**config.mk**
```make
export PLATFORM = sky130hd
export DESIGN_NAME = dmem_access_unit
export DESIGN_NICKNAME = d
export VERILOG_FILES = /design/src/rtl/dmem_access_unit.sv
export SDC_FILE = /design/constraint.sdc
export NUM_CORES = 1
export LEC_CHECK = 0
export BUFFER_PORTS_ARGS = -buffer_cell sky130_fd_sc_hd__buf_2
export CORE_UTILIZATION = 40
export CTS_CLUSTER_DIAMETER = 80
export DETAILED_ROUTE_END_ITERATION = 7
export PLACE_DENSITY_LB_ADDON = 0.05
export SYNTH_ARGS = -nofsm -noshare
export SYNTH_HDL_FRONTEND = slang
export SYNTH_SLANG_ARGS = --single-unit
```
**constraint.sdc**
```tcl
create_clock -name clk -period 4.5 [get_ports clk]
set_input_delay 0.675 -clock clk [delete_from_list [all_inputs] [get_ports clk]]
set_output_delay 0.675 -clock clk [all_outputs]
set_load 0.01 [all_outputs]
```
**src/rtl/dmem_access_unit.sv**
```systemverilog
// M-stage data-memory access controller: turns a load/store request into one
// valid/ready bus transaction and stalls the pipeline until it completes.
module dmem_access_unit #(
  parameter int unsigned TIMEOUT = 16
) (
  input  logic        clk,
  input  logic        reset,
  input  logic        MemReadM,
  input  logic        MemWriteM,
  input  logic [31:0] ALUResultM,
  input  logic [31:0] WriteDataM,
  output logic [31:0] ReadDataM,
  output logic        StallM,
  output logic        MisalignM,
  output logic        ErrM,
  output logic        bus_req,
  output logic        bus_we,
  output logic [31:0] bus_addr,
  output logic [31:0] bus_wdata,
  input  logic        bus_ready,
  input  logic        bus_rvalid,
  input  logic [31:0] bus_rdata
);

  localparam int unsigned    CW       = $clog2(TIMEOUT);
  localparam logic [CW-1:0] CNT_LAST = CW'(TIMEOUT - 1);

  typedef enum logic [1:0] {IDLE, REQ, RESP, DONE} state_t;

  state_t        state;
  logic [29:0]   addrQ;
  logic [31:0]   wdataQ;
  logic [31:0]   rdataQ;
  logic          weQ;
  logic          reqQ;
  logic          errQ;
  logic [CW-1:0] cnt;

  logic acc;
  logic aligned;

  assign acc     = MemReadM | MemWriteM;
  assign aligned = (ALUResultM[1:0] == 2'b00);

  always_ff @(posedge clk or negedge reset) begin
    if (!reset) begin
      state  <= IDLE;
      addrQ  <= '0;
      wdataQ <= '0;
      rdataQ <= '0;
      weQ    <= 1'b0;
      reqQ   <= 1'b0;
      errQ   <= 1'b0;
      cnt    <= '0;
    end else begin
      case (state)
        IDLE: begin
          if (acc && aligned) begin
            addrQ  <= ALUResultM[31:2];
            wdataQ <= WriteDataM;
            weQ    <= MemWriteM;
            reqQ   <= 1'b1;
            state  <= REQ;
          end
        end
        REQ: begin
          if (bus_ready) begin
            reqQ <= 1'b0;
            if (weQ) begin
              state <= DONE;
            end else begin
              cnt   <= '0;
              state <= RESP;
            end
          end
        end
        RESP: begin
          // Counter stops at CNT_LAST because the timeout exits RESP there.
          if (bus_rvalid) begin
            rdataQ <= bus_rdata;
            state  <= DONE;
          end else if (cnt == CNT_LAST) begin
            rdataQ <= 32'hDEAD_BEEF;
            errQ   <= 1'b1;
            state  <= DONE;
          end else begin
            cnt <= cnt + 1'b1;
          end
        end
        DONE: begin
          errQ  <= 1'b0;
          state <= IDLE;
        end
        default: state <= IDLE;
      endcase
    end
  end

  // Gated by reset so the stall releases the instant reset asserts.
  assign StallM    = reset & (((state == IDLE) & acc & aligned) |
                              (state == REQ) | (state == RESP));
  assign MisalignM = reset & (state == IDLE) & acc & ~aligned;
  assign ErrM      = (state == DONE) & errQ;
  assign ReadDataM = MisalignM ? '0 : rdataQ;

  assign bus_req   = reqQ;
  assign bus_we    = weQ;
  assign bus_addr  = {addrQ, 2'b00};
  assign bus_wdata = wdataQ;

endmodule

```
; Yosys cells after proc, flatten, opt, wreduce, memory -nomap -nowiden
; Index checks and enable logic that the tools add are counted.
[word_totals]
input_bits = 102
ram_bits = 0
word_cells = 64
mem_count = 0
mem_bits_ro = 0
output_inout_bits = 101
register_bits = 103
latch_bits = 0
[classes]
n_mul = 0
n_shift = 0
n_div = 0
n_eq_ne = 11
order_cmp = 0
bitwise_logic = 11
n_mux = 20
addsub = 1
reduce_logical = 13
[op_table]
columns = op, n
row1 = 32-bit 2-to-1 mux, 3
row2 = 4-bit 2-to-1 mux, 4
row3 = "2-bit inequality test, second input constant", 6
row4 = 3-bit AND reduction, 3
row5 = 2-bit 2-to-1 mux, 4
row6 = 2-bit one-hot mux with 4 select lines, 1
row7 = 4-bit one-hot mux with 2 select lines, 1
row8 = 2-bit nonzero test, 4
row9 = 1-bit bitwise AND, 7
row10 = 1-bit 2-to-1 mux, 5
row11 = 5-bit AND reduction, 1
row12 = "4-bit by 1-bit adder with 4-bit output, second input constant", 1
row13 = "2-bit equality test, second input constant", 2
row14 = "4-bit equality test, second input constant", 1
row15 = 2-bit logical NOT, 2
row16 = 1-bit one-hot mux with 2 select lines, 2
row17 = 2-bit AND reduction, 2
row18 = "3-bit inequality test, second input constant", 1
row19 = 1-bit OR, 3
row20 = "2-bit by 1-bit equality test with 1-bit output, second input constant", 1
row21 = 1-bit logical AND, 1
row22 = 1-bit NOT, 1

; Logic depth before layout (Yosys ltp)
[logic_depth]
ltp_word = 6
ltp_mapped = 7
ltp_nobuf = 6

; Worst setup path after synthesis
; OpenSTA, ideal clock, no wires.
[synth_path]
path_kind = input to output
start = input ALUResultM[1]
end = output StallM
n_path_buf = 2
arrival_ps = 1607
path_slack_ps = 2218
stages = 5
t_required_ps = 3825
path_cell_list = or2_1 -> buf_6 -> nor2_8 -> buf_12 -> o31a_1
[synth_via]
elab_chain_cells = 5
[synth_lines]
columns = element, line
row1 = "start, declared", 10  ; input logic [31:0] ALUResultM,
row2 = 2-bit logical NOT, 43  ; assign aligned = (ALUResultM[1:0] == 2'b00);
row3 = 1-bit bitwise AND, 100  ; assign StallM = reset & (((state == IDLE) & acc & aligned) |
row4 = 1-bit OR, 100
row5 = 1-bit OR, 101  ; (state == REQ) | (state == RESP));
row6 = 1-bit bitwise AND, 100
row7 = "end, declared", 13  ; output logic StallM,
; No other way between the ends.

; Worst setup path after layout
[layout_path]
start = register state[1]
end = output StallM
[layout_via]
elab_chain_cells = 6
word_cells_on_any_way = 8
cone_classes = 2 x eq/ne / 5 x bitwise / 1 x reduce/logical
[layout_lines]
columns = element, line
row1 = "start, declared", 30  ; state_t state;
row2 = "start signal, assigned", 47  ; state <= IDLE;
row3 = "start signal, assigned", 63  ; state <= REQ;
row4 = "start signal, assigned", 70  ; state <= DONE;
row5 = 2-bit logical NOT, 100
row6 = 1-bit bitwise AND (2 in series), 100
row7 = 1-bit OR, 100
row8 = 1-bit OR (*), 101
row9 = 1-bit bitwise AND (*), 100
; Every way passes the cells marked *; elsewhere a longest branch is shown, timed or not.

==> metrics <==
status completed; Final Hold Fails 0; Hold Crit Class primary input to async pin; IR Drop Worst-Case VDD 290 uV; Antenna Cells 0; Compound-Gate Fraction of Synth Area 9.92%; Arr. time, crit path roughly 2.1 ns; final non-filler cell total 658; PortBufs 200; Worst Path Buf+Inv 2; Seq. cell area around 0.0026 mm2; CTS tree done; Sequential Power Share 38.8%; commonest cells after routing, fill and taps aside 199 x buf_2, 103 x dfrtp_1, 59 x mux2_4, 32 x nor2b_1, 21 x o22a_1; critical path class flop to output port; fraction of the mapped netlist area in simple logic gates 6.98%; WL met1 4.66 mm; Detailed Route Iter0 Violations 143; EDFF count, synth 0; post-DP HPWL 7.33 mm; DRC 0; Via Count roughly 3100; CTS H-tree lvls 3; Comb pwr share 42.0%; Pint approximately 0.0028 W; ys flop type dfrtp_1; setup TNS 0 ns; first-pass GRT wire length about 16 mm; clk slew on worst S/H paths 0.07 ns; mux cell area share after synthesis about 21%; area taken by multi-input logic gates 0.00183 mm2; Pins Over Slew Limit 0; wire per inst 15.4 um; placed insts 642; CTS root buf clkbuf_16; DR WL met3 751 um; clk buf depth 2; Slew HR about a third; Switching Power about 0.0014 W; die height 110 um; clock power share 19.1%; global route overflow 0; unrepaired setup endpoints after global routing false; synthesized area 0.00463 mm2; # hold bufs at CTS 0; CTS Buf Count 9; largest net degree at the start of global routing 70; drt total wl 10.1 mm; fmax 358 MHz; Syn Area/Cell between 10 and 15 um2; vias in the first global route approximately 3200; Post-Synth Adder-Cell Area about 1.6%; Seq/Total Area, Yosys about 56%; uppermost layer routed met4; Top-Level Pins 203; Min Hold Slack 0.287 ns; Switching Share around 33%; critical path's largest stage delay 0.52 ns; ys async rst share 100%; commonest non-fill, non-tap cell in the layout buf_2; Leak 3.00 nW; post_cts resized 0; post-layout min period 2.79 ns; crit path capture type output port; Starting Density a little over two fifths; Detail Route met2 WL ~4.6 mm; Worst Skew about 0.0064 ns; Syn-to-layout area delta 28.6%; First-pass DRT Iterations 4; crit path cell chain inv_1 > ha_1 > o21ai_2 > nor2_8 > o31a_1 > buf_2; clock latency on the worst-skew pair 0.34 ns; post-synthesis register bit count between 100 and 150; largest family of logic cells by synthesized area multiplexers; Clock Sinks between 100 and 150; initial antenna violation count 0; Total Nets Final 621; Total GRT Usage 17.6%; ANT nets after route 0; fin crit share 62.0%; setup repair bufs after CTS 0; Yosys cell types 37; CP Launch Type flop; Least-Margin Pin Slew 0.974 ns; die width 110 um; Post-Syn Instances between 300 and 400; row cnt 38; Critical Path RT 3.83 ns; number of fillers in the final layout 970; crit-path max FO 27; vias per inst 4.77; GPL Wtd Cong 0.816; layout cells sized above 1 56.0%; full die area 0.0120 mm2; Max Cap Viol 0; Crit path max-delay family simple AND/OR/NAND/NOR gates; Ys Warns 0; Pwr Density ~700 mW/mm2; core box area 0.0110 mm2; Synth Area in XOR/XNOR 0%; Final Setup Violations 0; slowest CP cell nor2_8
## power by group through the flow
stage	clock (W)	sequential, W	combinational [W]
after floorplan	0	0.00173	0.00102
after global placement	0	0.00163	0.00176
after detailed placement	0	0.00163	0.00178
after global routing	0.000865	0.00169	0.00192
final	0.000800	0.00162	0.00176
after CTS	0.000826	0.00162	0.00179
## state kept, by name, indices dropped and copies added, names as in the netlist
register   cells
errQ           1
bus_wdata     32
cnt            4
bus_req        1
addrQ         30
bus_we         1
state          2
rdataQ        32
## metrics by stage
step	total power [W]	setup WS [ns]	utilization [%]	area (um2)
2_1_floorplan	0.00276	2.22	-	4630
3_3_place_gp	0.00339	1.87	51.2	5650
3_5_place_dp	0.00341	1.85	51.2	5650
4_1_cts	0.00424	1.66	53.9	5950
5_1_grt	0.00447	1.55	53.9	5950
6_report	0.00418	1.71	53.9	5950
## cells by family after synthesis
kind of cell	after synthesis
muxes	66
and+or+nand+nor	55
DFF	103
AOI/OAI and AO/OA	58
buffers and inverters	28
other	1
adders and majority gates	6
## cell type report
cell class,count,area share [%]
clock inverter,6,1.11
multi-input combinational,187,30.7
tap,140,2.94
inverter,8,0.505
clock buffer,10,4.02
timing repair buffer,204,17.4
sequential,103,43.3
## Yosys cell counts (5+ instances only)
master	instances	area (um2)
a31oi_1	5	31.3
inv_1	8	30.0
nor2b_1	32	200
nand2_1	7	26.3
mux2_4	59	886
dfrtp_1	103	2580
mux2_2	5	56.3
ha_1	6	75.1
a22o_1	9	78.8
buf_2	7	35.0
buf_12	6	120
o22a_1	21	184
nor2_1	5	18.8
## final timing paths
check | end | startpoint | cells past startpoint | slack, ns
setup / recovery | StallM | state[1]$_DFFE_PN0P_ | 6 | 1.71
hold reg to reg | rdataQ[0]$_DFFE_PN0P_ | rdataQ[0]$_DFFE_PN0P_ | 1 | 0.48
min in group clk | rdataQ[0]$_DFFE_PN0P_ | rdataQ[0]$_DFFE_PN0P_ | 1 | 0.48
hold / removal | bus_wdata[30]$_DFFE_PN0P_ | reset | 1 | 0.29
setup reg to reg | addrQ[2]$_DFFE_PN0P_ | state[1]$_DFFE_PN0P_ | 6 | 2.11
max in group asynchronous | bus_wdata[6]$_DFFE_PN0P_ | reset | 2 | 2.95
## per-layer routing
| metal | global-route usage, % | vias up |
|---|---|---|
| met2 | 27.4 | 126 |
| li1 | - | 1505 |
| met3 | 4.51 | 11 |
| met4 | 6.48 | 0 |
| met1 | 23.7 | 1494 |
| met5 | 0 | - |
No activity file was read; power rests on OpenSTA's default activity.
